===== src/rtl/dbus_pkg.sv =====
// Shared encodings and the registered memory-request record for the data-bus arbiter.
package dbus_pkg;

    localparam logic [1:0] IDLE = 2'd0;
    localparam logic [1:0] CORE = 2'd1;
    localparam logic [1:0] AUX  = 2'd2;

    localparam logic [2:0] LEN_B = 3'b001;
    localparam logic [2:0] LEN_H = 3'b010;
    localparam logic [2:0] LEN_W = 3'b100;

    typedef struct packed {
        logic        das;
        logic        drd;
        logic        dwr;
        logic [31:0] addr;
        logic [31:0] data;
        logic [2:0]  len;
    } mreq_t;

    function automatic mreq_t mk_req(
        input logic        rd,
        input logic        wr,
        input logic [31:0] addr,
        input logic [31:0] data,
        input logic [2:0]  len
    );
        mreq_t r;
        r.das  = 1'b1;
        r.drd  = rd;
        r.dwr  = wr;
        r.addr = addr;
        r.data = data;
        r.len  = len;
        return r;
    endfunction

endpackage


===== src/rtl/dbus_wait_timer.sv =====
// Counts cycles spent in a granted state; flags the last cycle before an access is aborted.
module dbus_wait_timer #(
    parameter int TIMEOUT = 16
) (
    input  logic CLK,
    input  logic RESN,
    input  logic clr,
    input  logic en,
    output logic timeout
);

    logic [7:0] wait_cnt;

    always_ff @(posedge CLK or negedge RESN) begin
        if (!RESN)     wait_cnt <= '0;
        else if (clr)  wait_cnt <= '0;
        else if (en)   wait_cnt <= wait_cnt + 8'd1;
    end

    assign timeout = (wait_cnt == 8'(TIMEOUT - 1));

endmodule


===== src/rtl/dbus_arbiter.sv =====
// Arbitrates the data-memory port between the core MEM stage and an aux master,
// with starvation protection for aux and a wait timeout on every access.
module dbus_arbiter
    import dbus_pkg::*;
#(
    parameter int STARVE_MAX = 4,
    parameter int TIMEOUT    = 16
) (
    input  logic        CLK,
    input  logic        RESN,
    input  logic        C_DAS,
    input  logic        C_DRD,
    input  logic        C_DWR,
    input  logic [31:0] C_DADDR,
    input  logic [31:0] C_DATAO,
    input  logic [2:0]  C_DLEN,
    output logic [31:0] C_DATAI,
    output logic        C_HLT,
    input  logic        A_REQ,
    input  logic        A_WR,
    input  logic [31:0] A_ADDR,
    input  logic [31:0] A_WDATA,
    input  logic [2:0]  A_LEN,
    output logic        A_ACK,
    output logic [31:0] A_RDATA,
    output logic        M_DAS,
    output logic        M_DRD,
    output logic        M_DWR,
    output logic [31:0] M_DADDR,
    output logic [31:0] M_DATAO,
    output logic [2:0]  M_DLEN,
    input  logic [31:0] M_DATAI,
    input  logic        M_RDY,
    output logic        BUS_ERR
);

    logic [1:0] state, state_nxt;
    logic [3:0] starve_cnt;
    logic       busy, timeout, done;
    logic       grant_core, grant_aux;
    mreq_t      mreq;

    assign busy       = (state == CORE) || (state == AUX);
    assign done       = busy && (M_RDY || timeout);
    assign grant_core = (state == IDLE) && (state_nxt == CORE);
    assign grant_aux  = (state == IDLE) && (state_nxt == AUX);

    dbus_wait_timer #(.TIMEOUT(TIMEOUT)) u_wait_timer (
        .CLK     (CLK),
        .RESN    (RESN),
        .clr     (done),
        .en      (busy),
        .timeout (timeout)
    );

    always_ff @(posedge CLK or negedge RESN) begin
        if (!RESN) state <= IDLE;
        else       state <= state_nxt;
    end

    // Starved aux beats the core; otherwise the core has priority.
    always_comb begin
        state_nxt = state;
        case (state)
            IDLE: begin
                if (A_REQ && (starve_cnt >= 4'(STARVE_MAX))) state_nxt = AUX;
                else if (C_DAS)                              state_nxt = CORE;
                else if (A_REQ)                              state_nxt = AUX;
            end
            CORE, AUX: if (done) state_nxt = IDLE;
            default:   state_nxt = IDLE;
        endcase
    end

    always_comb begin
        C_HLT   = !RESN || (C_DAS && !((state == CORE) && done));
        A_ACK   = (state == AUX) && done;
        BUS_ERR = done && !M_RDY;
        C_DATAI = ((state == CORE) && M_RDY) ? M_DATAI : '0;
        A_RDATA = ((state == AUX)  && M_RDY) ? M_DATAI : '0;
    end

    // Winner's request is captured on the grant edge and held until completion.
    always_ff @(posedge CLK or negedge RESN) begin
        if (!RESN)           mreq <= '0;
        else if (done)       mreq <= '0;
        else if (grant_core) mreq <= mk_req(C_DRD, C_DWR, C_DADDR, C_DATAO, C_DLEN);
        else if (grant_aux)  mreq <= mk_req(!A_WR, A_WR, A_ADDR, A_WDATA, A_LEN);
    end

    always_ff @(posedge CLK or negedge RESN) begin
        if (!RESN)
            starve_cnt <= '0;
        else if (grant_aux)
            starve_cnt <= '0;
        else if (A_REQ && (state != AUX) && (starve_cnt != 4'hF))
            starve_cnt <= starve_cnt + 4'd1;
    end

    assign M_DAS   = mreq.das;
    assign M_DRD   = mreq.drd;
    assign M_DWR   = mreq.dwr;
    assign M_DADDR = mreq.addr;
    assign M_DATAO = mreq.data;
    assign M_DLEN  = mreq.len;

endmodule


===== config.mk =====
export PLATFORM = sky130hd
export DESIGN_NAME = dbus_arbiter
export DESIGN_NICKNAME = d
export VERILOG_FILES = /design/src/rtl/dbus_pkg.sv /design/src/rtl/dbus_wait_timer.sv /design/src/rtl/dbus_arbiter.sv
export SDC_FILE = /design/constraint.sdc
export NUM_CORES = 1
export LEC_CHECK = 0
export ABC_AREA = 0
export BUFFER_PORTS_ARGS = -buffer_cell sky130_fd_sc_hd__buf_2
export CAP_MARGIN = 10
export CORE_AREA = 2 2 121 123
export CTS_CLUSTER_DIAMETER = 150
export CTS_CLUSTER_SIZE = 12
export DETAILED_ROUTE_END_ITERATION = 16
export DIE_AREA = 0 0 123 125
export PLACE_DENSITY_LB_ADDON = 0.2
export REMOVE_ABC_BUFFERS = 1
export SYNTH_ARGS = -nofsm -noshare
export SYNTH_HDL_FRONTEND = slang
export SYNTH_HIERARCHICAL = 1
export SYNTH_SLANG_ARGS = --single-unit

===== constraint.sdc =====
create_clock -name CLK -period 8.2 [get_ports CLK]
set_input_delay 1.23 -clock CLK [delete_from_list [all_inputs] [get_ports CLK]]
set_output_delay 1.23 -clock CLK [all_outputs]
set_load 0.02 [all_outputs]

* Word level (Yosys, flattened, before mapping)
Index checks and enable logic that the tools add are counted.
** Cells by class
- Mux-type cells :: 14
- Equality and inequality tests :: 7
- Reduce and logical (&&, ||, !) cells :: 24
- Magnitude comparators :: 1
- Add/sub/neg operators :: 2
** Operators with widths (number)
- 70-bit two-way mux :: 3
- 32-bit two-way mux :: 2
- 8-bit two-way mux :: 2
- 1-bit logical AND :: 12
- 8-bit by 1-bit adder with 8-bit output, second input constant :: 1
- 8-bit by 4-bit == test with 1-bit output, second input constant :: 1
- 2-bit two-way mux :: 4
- 4-bit two-way mux :: 2
- 4-bit by 1-bit adder with 4-bit output, second input constant :: 1
- 2-bit by 1-bit == test with 1-bit output, second input constant :: 2
- 2-bit == test, second input constant :: 2
- 4-bit by 3-bit >= comparator with 1-bit output, second input constant :: 1
- 1-bit logical NOT :: 4
- 4-bit != test, second input constant :: 1
- 2-bit one-hot mux with 2 select lines :: 1
- 2-bit nonzero test :: 2
- 1-bit logical OR :: 3
- 3-bit nonzero test :: 1
- 2-bit logical NOT :: 1
- 2-bit != test, second input constant :: 1
- 2-bit OR reduction :: 1
** Storage, ports and cells
- Register bits :: 84

* Logic depth before layout (Yosys ltp)
Gate-level depths: netlist of the first run.
- Depth after elaboration :: 10
- Mapped depth :: 11
- Gate-level depth less buffers :: 9

* Hierarchy
Netlist of the first run, hierarchy kept.
** By module, submodules not included
- dbus_arbiter :: times used 1, seq. area each 1901.8 um2, cells each 371, area each 3998.8 um2
- dbus_wait_timer :: times used 1, seq. area each 200.2 um2, cells each 39, area each 394.1 um2

* Worst setup path before layout of the first run
OpenSTA, ideal clock, no wires.
- Kind :: input to output
- From :: in M_RDY
- To :: out C_DATAI[22]
- Stages on the path :: 3
- Data arrival time :: 1.942 ns
- Buffers on the path :: 2
- Setup slack :: 5.028 ns
- Path through :: clkbuf_1 > clkbuf_1 > and3_1
** On the way
- Longest elaborated chain between the ends :: 2
** RTL lines
- start: declaration :: line dbus_arbiter.sv:33 : input logic M_RDY,
- 1-bit logical AND :: line dbus_arbiter.sv:79 : C_DATAI = ((state == CORE) && M_RDY) ? M_DATAI : '0;
- 32-bit two-way mux :: line dbus_arbiter.sv:79
- end: declaration :: line dbus_arbiter.sv:17 : output logic [31:0] C_DATAI,
Every way passes these cells.

* Worst setup path in the final report of the first run
- From :: in M_RDY
- To :: out C_HLT
** On the way
- Longest elaborated chain between the ends :: 6
** RTL lines
- 1-bit logical OR :: line dbus_arbiter.sv:44 : assign done = busy && (M_RDY || timeout);
- 1-bit logical AND :: line dbus_arbiter.sv:44
- via done :: line dbus_arbiter.sv:39 : logic busy, timeout, done;
- 1-bit logical AND :: line dbus_arbiter.sv:76 : C_HLT = !RESN || (C_DAS && !((state == CORE) && done));
- 1-bit logical NOT :: line dbus_arbiter.sv:76
- 1-bit logical AND :: line dbus_arbiter.sv:76
- 1-bit logical OR :: line dbus_arbiter.sv:76
- end: declaration :: line dbus_arbiter.sv:18 : output logic C_HLT,
The timed path passes the listed nets, and every way through them passes these cells.

==> results.cfg, run 1 <==
[global_routing]
grt_pass1_vias = 4222
grt_max_degree = 71
grtUsageTotal = 0.179
grt.overflow.total = 0
antenna_found_initial = 0
grt_first_pass_wirelength_um = 21300

[route]
wl_per_cell_um = 16.2
viasPerCell = 4.99
first_iter_violations = 232
post-route-drc-count = 0
first_pass_iters = 4
ant_nets = 0
totalWireLength_um = 14400
dr_total_vias = 4427

[power]
finalPower_mw = 2.18
vdd_drop_max_mv = 0.148
power_density_mw_per_mm2 = 344
p_leak_nw = 3.73

[synth]
synthFlopType = dfrtp_1
synth_xor_area_frac = 0.0140
ys_warn_count = 6
synth_cell_types = 42
seq_area_frac_synth = 0.478
avgSynthCellArea_um2 = 10.7
synthCells = 410
async_flop_share = 1.00
synth_mux_area_frac = 0.00456
synth_top_family_by_area = simple AND/OR/NAND/NOR gates
synth_edf_count = 0
ys_seq_elements = 84
synth_compound_area_frac = 0.185
synth_fa_ha_area_frac = 0.0171
synth-simple-area-share = 0.258
synth_area_mm2 = 0.00439

[die]
start_util = 0.309
die_w_um = 123
die_y_um = 125
core_area_mm2 = 0.0142
io_pins = 311
die-area_mm2 = 0.0154
rows = 44

[layout]
final_common_cell = buf_2
stdcell_count = 887
n_antenna_cell = 0
nFillCells = 1368
nNetsFinal = 879
layout_common_cells = buf_2, dfrtp_1, and2_1
drive_above_1_share = 0.479
area_growth_pct = 44.0

[clock_network]
cts-root-buf = clkbuf_16
post_cts_buffers = 0
cts_htree_levels = 3
cts.clk_slew.worst_paths_ns = 0.06
cts_buffer_depth = 2
post_cts_resized = 0
numCtsBuffers = 9
cts_tree = built
clock_latency_ns = 0.33
cts_sinks = 84
holdBufCountCts = 0

[timing]
period_share = 0.505
fmax_ghz = 0.241
fin_worst_skew_ns = 0.00917
tns_ns = 0
setup_violations = 0
worstMarginPinSlew_ns = 0.854
rsz0062_at_grt = no
relSlewSlack = 0.431
finalCriticalPeriod_ns = 4.14
hold_viol_final = 0
slew_viol_final = 0

[setup_path]
cp_cell_sequence = buf_2 -> o21ai_0 -> inv_1 -> nand2_1 -> nand2_1 -> nand2_1 -> buf_2
cpPeakStageDelay_ns = 0.57
cp_slowest_cell = buf_2
path_class = in -> out
end_kind = output port
path_common_cell = nand2_1
crit_arrival_ns = 2.91
crit_required_ns = 6.97
cp_max_fo = 68
critPathLaunchType = input pin

[run]
cap_violations = 0

[placement]
dp_cells = 872
dp_hpwl_um = 10800
gp_congestion = 0.774
io_buffers = 310

[hold_path]
min_path_type = reg -> reg

[status]
outcome = completed
## cells in the mapped netlist (2+ instances only)
cell type,count,share of area
a21oi_1,4,0.0046
and2_1,71,0.10
nand3_1,2,0.0023
dfrtp_1,84,0.48
xnor2_1,2,0.0040
clkbuf_1,21,0.018
ha_1,6,0.017
nand4_1,4,0.0057
a311oi_1,2,0.0040
and3_1,65,0.093
mux2i_1,2,0.0046
nor4bb_1,2,0.0046
clkbuf_2,5,0.0057
or3_1,3,0.0043
xor2_1,5,0.010
o21ai_0,6,0.0068
nor2_1,15,0.013
inv_1,5,0.0043
a221o_1,69,0.16
nand2_1,9,0.0077
buf_2,7,0.0080
## power breakdown
group	switching [mW]	total, mW	internal [mW]
sequential	0.0909	0.654	0.563
clock	0.161	0.394	0.233
combinational	0.678	1.13	0.453
total	0.929	2.18	1.25
## stage by stage
step	area, um^2	setup slack, ns	hold slack (ns)	util
2_1_floorplan	4220	2.00	0.513	-
3_3_place_gp	6040	4.21	0.491	0.425
3_5_place_dp	6040	4.09	0.493	0.425
4_1_cts	6330	4.08	0.510	0.445
5_1_grt	6330	3.85	0.526	0.445
6_report	6330	4.06	0.506	0.445
## worst max-delay path: cells and delay by family
kind / cells / cell delay, ns
AO/OA/AOI/OAI: 1 / 0.32
AND/OR/NAND/NOR: 3 / 0.26
buffers and inverters: 3 / 1.08
## sequential cells by signal, indices dropped and copies added, names as in the netlist
name and flops:
state 2, starve_cnt 4, M_DADDR 32, M_DATAO 32, u_wait_timer/wait_cnt 8, M_DRD 1, M_DAS 1, M_DWR 1
M_DLEN 3
## area by class of cell
class / instances / area [um^2] / area share
clock buffers: 10 / 229 / 0.0362
inverters: 5 / 18.8 / 0.00297
flip-flops and latches: 84 / 2100 / 0.332
multi-input cells: 285 / 2110 / 0.333
clock inverters: 5 / 53.8 / 0.00850
repair buffers: 314 / 1580 / 0.250
well taps: 184 / 230 / 0.0364
## metal layers
| metal | up-vias | part of all wire | track usage |
|---|---|---|---|
| met5 | - | 0 | 0 |
| met4 | 0 | 0.028 | 0.0755 |
| met3 | 19 | 0.092 | 0.0520 |
| met2 | 215 | 0.52 | 0.334 |
| met1 | 2082 | 0.36 | 0.182 |
| li1 | 2111 | - | - |
## worst paths after layout
path / end / depth (start not counted) / slack, ns / from
worst min register to register: M_DADDR[3] / 1 / 0.51 / M_DADDR[3]
worst max-delay path: C_HLT / 7 / 4.06 / M_RDY
min in group asynchronous: M_DATAO[18] / 1 / 0.82 / RESN
worst max register to register: M_DADDR[9] / 10 / 4.89 / u_wait_timer/wait_cnt[0]
max in group asynchronous: M_DATAO[16] / 2 / 6.27 / RESN
worst min-delay path: M_DADDR[3] / 1 / 0.51 / M_DADDR[3]
## cell families (layout without fill, tap and decap cells)
kind of cell	count (synthesis)	count (layout)
and+or+nand+nor	184	184
DFF	84	84
buffers and inverters	41	334
AOI/OAI and AO/OA	86	86
muxes	2	2
xor gates and xnor gates	7	7
adders and majority gates	6	6
Note: power is estimated with default switching activity, not from simulation.
==> run 2, diff against run 1 <==
Clock period 8.2 ns to 3.5 ns, I/O delays scaled along.
==> run 2 against run 1 <==
Against the previous run:
- setup slack got worse by 3.6 ns
- clock power is 140% higher
- via count decreased by 0.59%
- critical endpoint is now M_DADDR[28]
- sequential power rose by 130%
- critical path type is now reg -> reg
- sequential share of layout area is 0.28 points lower
==> results.cfg, run 2 (synthesis results as in run 1) <==
[clock_network]
cts-root-buf = clkbuf_16
post_cts_buffers = 0
cts_htree_levels = 3
cts_tree = built
numCtsBuffers = 9
clock_latency_ns = 0.33
cts.clk_slew.worst_paths_ns = 0.06
cts_buffer_depth = 2
cts_sinks = 84
holdBufCountCts = 0
post_cts_resized = 0

[setup_path]
critPathLaunchType = register
end_kind = register
cp_max_fo = 69
path_class = reg -> reg
crit_required_ns = 3.77
crit_arrival_ns = 3.30

[layout]
fin_area_mm2 = 0.00638
nNetsFinal = 880
drive_above_1_share = 0.482
n_antenna_cell = 0
area_growth_pct = 45.2
fin_util = 0.449
layout_common_cells = buf_2, dfrtp_1, and2_1
final_common_cell = buf_2

[timing]
setup_violations = 0
finalCriticalPeriod_ns = 3.03
hold_viol_final = 0
slew_viol_final = 0
relSlewSlack = 0.422
period_share = 0.867
rsz0062_at_grt = no
worstMarginPinSlew_ns = 0.867
fin_worst_skew_ns = 0.00763
fmax_ghz = 0.330

[die]
die_w_um = 123
die-area_mm2 = 0.0154
start_util = 0.309
rows = 44
die_y_um = 125
core_area_mm2 = 0.0142
io_pins = 311

[power]
power_density_mw_per_mm2 = 810
finalPower_mw = 5.17
p_leak_nw = 3.74
vdd_drop_max_mv = 0.412

[route]
totalWireLength_um = 14100
viasPerCell = 4.96
first_iter_violations = 134
post-route-drc-count = 0
dr_total_vias = 4401
ant_nets = 0
first_pass_iters = 5
wl_per_cell_um = 15.9

[global_routing]
grt_pass1_vias = 4139
grt_first_pass_wirelength_um = 20800
grt_max_degree = 71
grt.overflow.total = 0
grtUsageTotal = 0.175
antenna_found_initial = 0

[placement]
io_buffers = 310
dp_hpwl_um = 10800
gp_congestion = 0.825
placed_area_mm2 = 0.00609

[run]
cap_violations = 0

[status]
outcome = completed

[hold_path]
min_path_type = in -> async
run 2: path summary, 6_finish.rpt:
path,endpoint,slack (ns),depth (start not counted),from
min,M_DATAO[29],0.11,1,RESN
min reg2reg,M_DATAO[24],0.51,1,M_DATAO[24]
max,M_DADDR[28],0.47,9,state[0]
max reg2reg,M_DADDR[28],0.47,9,state[0]
min in group CLK,M_DATAO[28],0.42,2,A_WDATA[28]
max in group asynchronous,M_DATAO[24],2.33,2,RESN
run 2: through the flow:
stage                     std cells  hold slack [ns]  setup TNS (ns)  worst slack, ns
after floorplan                 374            0.229         -167.24            -2.39
after global placement          873            0.475               0            0.571
after detailed placement        873            0.476               0            0.455
after CTS                       888            0.113               0            0.444
after global routing            888            0.133               0            0.170
final                           888            0.110               0            0.467
run 2: routing by layer:
layer / GRT usage / vias to the layer above / routed length [um]
met5: 0 / - / 0
met1: 0.181 / 2053 / 5060
met4: 0.0795 / 0 / 474
met3: 0.0502 / 22 / 1300
li1: - / 2112 / -
met2: 0.319 / 214 / 7280
run 2: cell type report:
class	count	area, um^2
Timing Repair Buffer	315	1630
Clock inverter	5	52.6
Inverter	5	18.8
Tap cell	184	230
Fill cell	1368	7820
Sequential cell	84	2100
Multi-Input combinational cell	285	2110
Clock buffer	10	239
run 2: critical path, stage by stage, from the launching register on:
cell and delay (ns):
dfrtp_1 0.45, inv_1 0.10, ha_1 0.48, nor4bb_1 0.34, a311oi_1 0.14, or3_4 0.44, a2111oi_4 0.41, buf_12 0.27
and2_1 0.19, a221o_1 0.11
run 2: power breakdown:
group / internal (mW) / switching [mW] / leakage (nW)
clock: 0.564 / 0.371 / 0.144
combinational: 1.12 / 1.58 / 2.50
sequential: 1.32 / 0.214 / 1.10
==> run 3, diff against run 2 <==
Settings changed: BUFFER_PORTS_ARGS -buffer_cell sky130_fd_sc_hd__buf_2 to default, CORE_AREA 2 2 121 123 to 2 2 122 124, DIE_AREA 0 0 123 125 to 0 0 124 126, DONT_BUFFER_PORTS from default to 1.
==> run 3 against run 2 <==
Against the previous run:
- cell count decreased by 35%
- setup slack got worse by 0.083 ns
- non-clock buffer count decreased by 310
- sequential share of layout area increased by 11 points
- largest power group is now sequential cells
- worst hold slack got worse by 0.018 ns
- fmax decreased by 2.7%
- critical path depth increased by 1
- sequential cell count unchanged
- clock-buffer cell count increased by 1
- via count decreased by 25%
- clock power increased by 2.8%
- critical endpoint is now M_DLEN[2]
==> results.cfg, run 3 (synthesis results as in run 1) <==
[timing]
finalCriticalPeriod_ns = 3.12
rsz0062_at_grt = no
period_share = 0.890
fmax_ghz = 0.321
worstMarginPinSlew_ns = 0.846
relSlewSlack = 0.436
fin_worst_skew_ns = 0.00964
slew_viol_final = 0
setup_violations = 0
hold_viol_final = 0
setup_ws_ns = 0.383

[placement]
dp_hpwl_um = 9480
gp_congestion = 0.748
io_buffers = 0
dp_slack_ns = 0.427
placed_area_mm2 = 0.00451
dp_cells = 562

[setup_path]
cp_max_fo = 52
r2r_cells = 10
startpoint = u_wait_timer/wait_cnt[0]
reg2reg_slack_ns = 0.38
cp-endpoint = M_DLEN[2]
reg2reg_to = M_DLEN[2]
crit_arrival_ns = 3.34
crit_required_ns = 3.72
path_class = reg -> reg
r2r-start = u_wait_timer/wait_cnt[0]
critPathLaunchType = register
end_kind = register

[die]
rows = 44
die-area_mm2 = 0.0156
die_w_um = 124
start_util = 0.307
core_area_mm2 = 0.0143
die_y_um = 126
io_pins = 311

[global_routing]
grt_first_pass_wirelength_um = 18500
antenna_found_initial = 1
grt_pass1_vias = 3253
grt_max_degree = 85
grt.overflow.total = 0
grtUsageTotal = 0.160

[clock_network]
cts_tree = built
cts-root-buf = clkbuf_16
cts_sinks = 84
holdBufCountCts = 1
post_cts_buffers = 0
numCtsBuffers = 9
cts_buffer_depth = 2
cts_htree_levels = 3
post_cts_resized = 0
cts.clk_slew.worst_paths_ns = 0.07
clock_latency_ns = 0.34

[route]
post-route-drc-count = 0
ant_nets = 0
first_pass_iters = 4
wl_per_cell_um = 22.2
totalWireLength_um = 12900
first_iter_violations = 194
viasPerCell = 5.70
dr_total_vias = 3298

[power]
power_density_mw_per_mm2 = 985
finalPower_mw = 4.76
vdd_drop_max_mv = 0.331
p_leak_nw = 2.35

[layout]
fin_area_mm2 = 0.00484
drive_above_1_share = 0.0709
n_antenna_cell = 0
stdcell_count = 579
final_common_cell = dfrtp_1
area_growth_pct = 10.1
layout_common_cells = dfrtp_1, and2_1, a221o_1
nNetsFinal = 570
fin_util = 0.338

[status]
outcome = completed

[hold_path]
min_path_type = in -> async

[run]
cap_violations = 0
run 3: cell count changes in the layout (fill, tap and decap cells not counted), moves of 2 or more:
cell / delta
buf_2: -309
clkbuf_1: +2
clkinv_2: -3
clkinvlp_4: +2
run 3: worst min-delay path by stage:
stage,start,to,slack [ns]
2_1_floorplan,RESN,M_DADDR[0],0.23
3_3_place_gp,RESN,M_DATAO[29],0.23
3_5_place_dp,RESN,M_DADDR[21],0.23
4_1_cts,RESN,M_DADDR[18],0.10
5_1_grt,RESN,M_DATAO[10],0.11
6_report,RESN,M_DADDR[18],0.09
run 3: critical path: stages (launching register included):
cell      delay (ns)
dfrtp_1         0.42
ha_1            0.22
nand4b_1        0.10
nor4_1          0.36
nor4bb_1        0.11
a311oi_1        0.47
nand2_1         0.10
a21oi_1         0.37
nor3_2          0.08
buf_4           0.30
a221o_1         0.42
run 3: where the power goes:
part	total, mW	switching [mW]	internal (mW)
Clock	0.961	0.404	0.556
Sequential	1.93	0.613	1.32
Combinational	1.87	1.07	0.799
run 3: area by class of cell:
| class | instances | area [um^2] |
|---|---|---|
| clock buffer | 11 | 233 |
| clock inverter | 5 | 61.3 |
| fill | 1426 | 9480 |
| inverter | 5 | 18.8 |
| multi-input combinational | 285 | 2110 |
| sequential | 84 | 2100 |
| tap | 184 | 230 |
| timing repair buffer | 5 | 82.6 |
run 3: metal layers:
metal,up-vias,global-route usage,part of all wire,wire (um)
met4,2,0.0522,0.013,173
met1,1576,0.172,0.36,4620
met2,210,0.295,0.54,6990
met5,-,0,0.0010,13
met3,13,0.0485,0.082,1060
li1,1497,-,-,-
run 3: metrics by stage:
step | TNS [ns] | hold WS [ns]
global route | 0 | 0.112
detailed placement | 0 | 0.231
CTS | 0 | 0.102
floorplan | -167.24 | 0.229
finish | 0 | 0.0916
global placement | 0 | 0.231
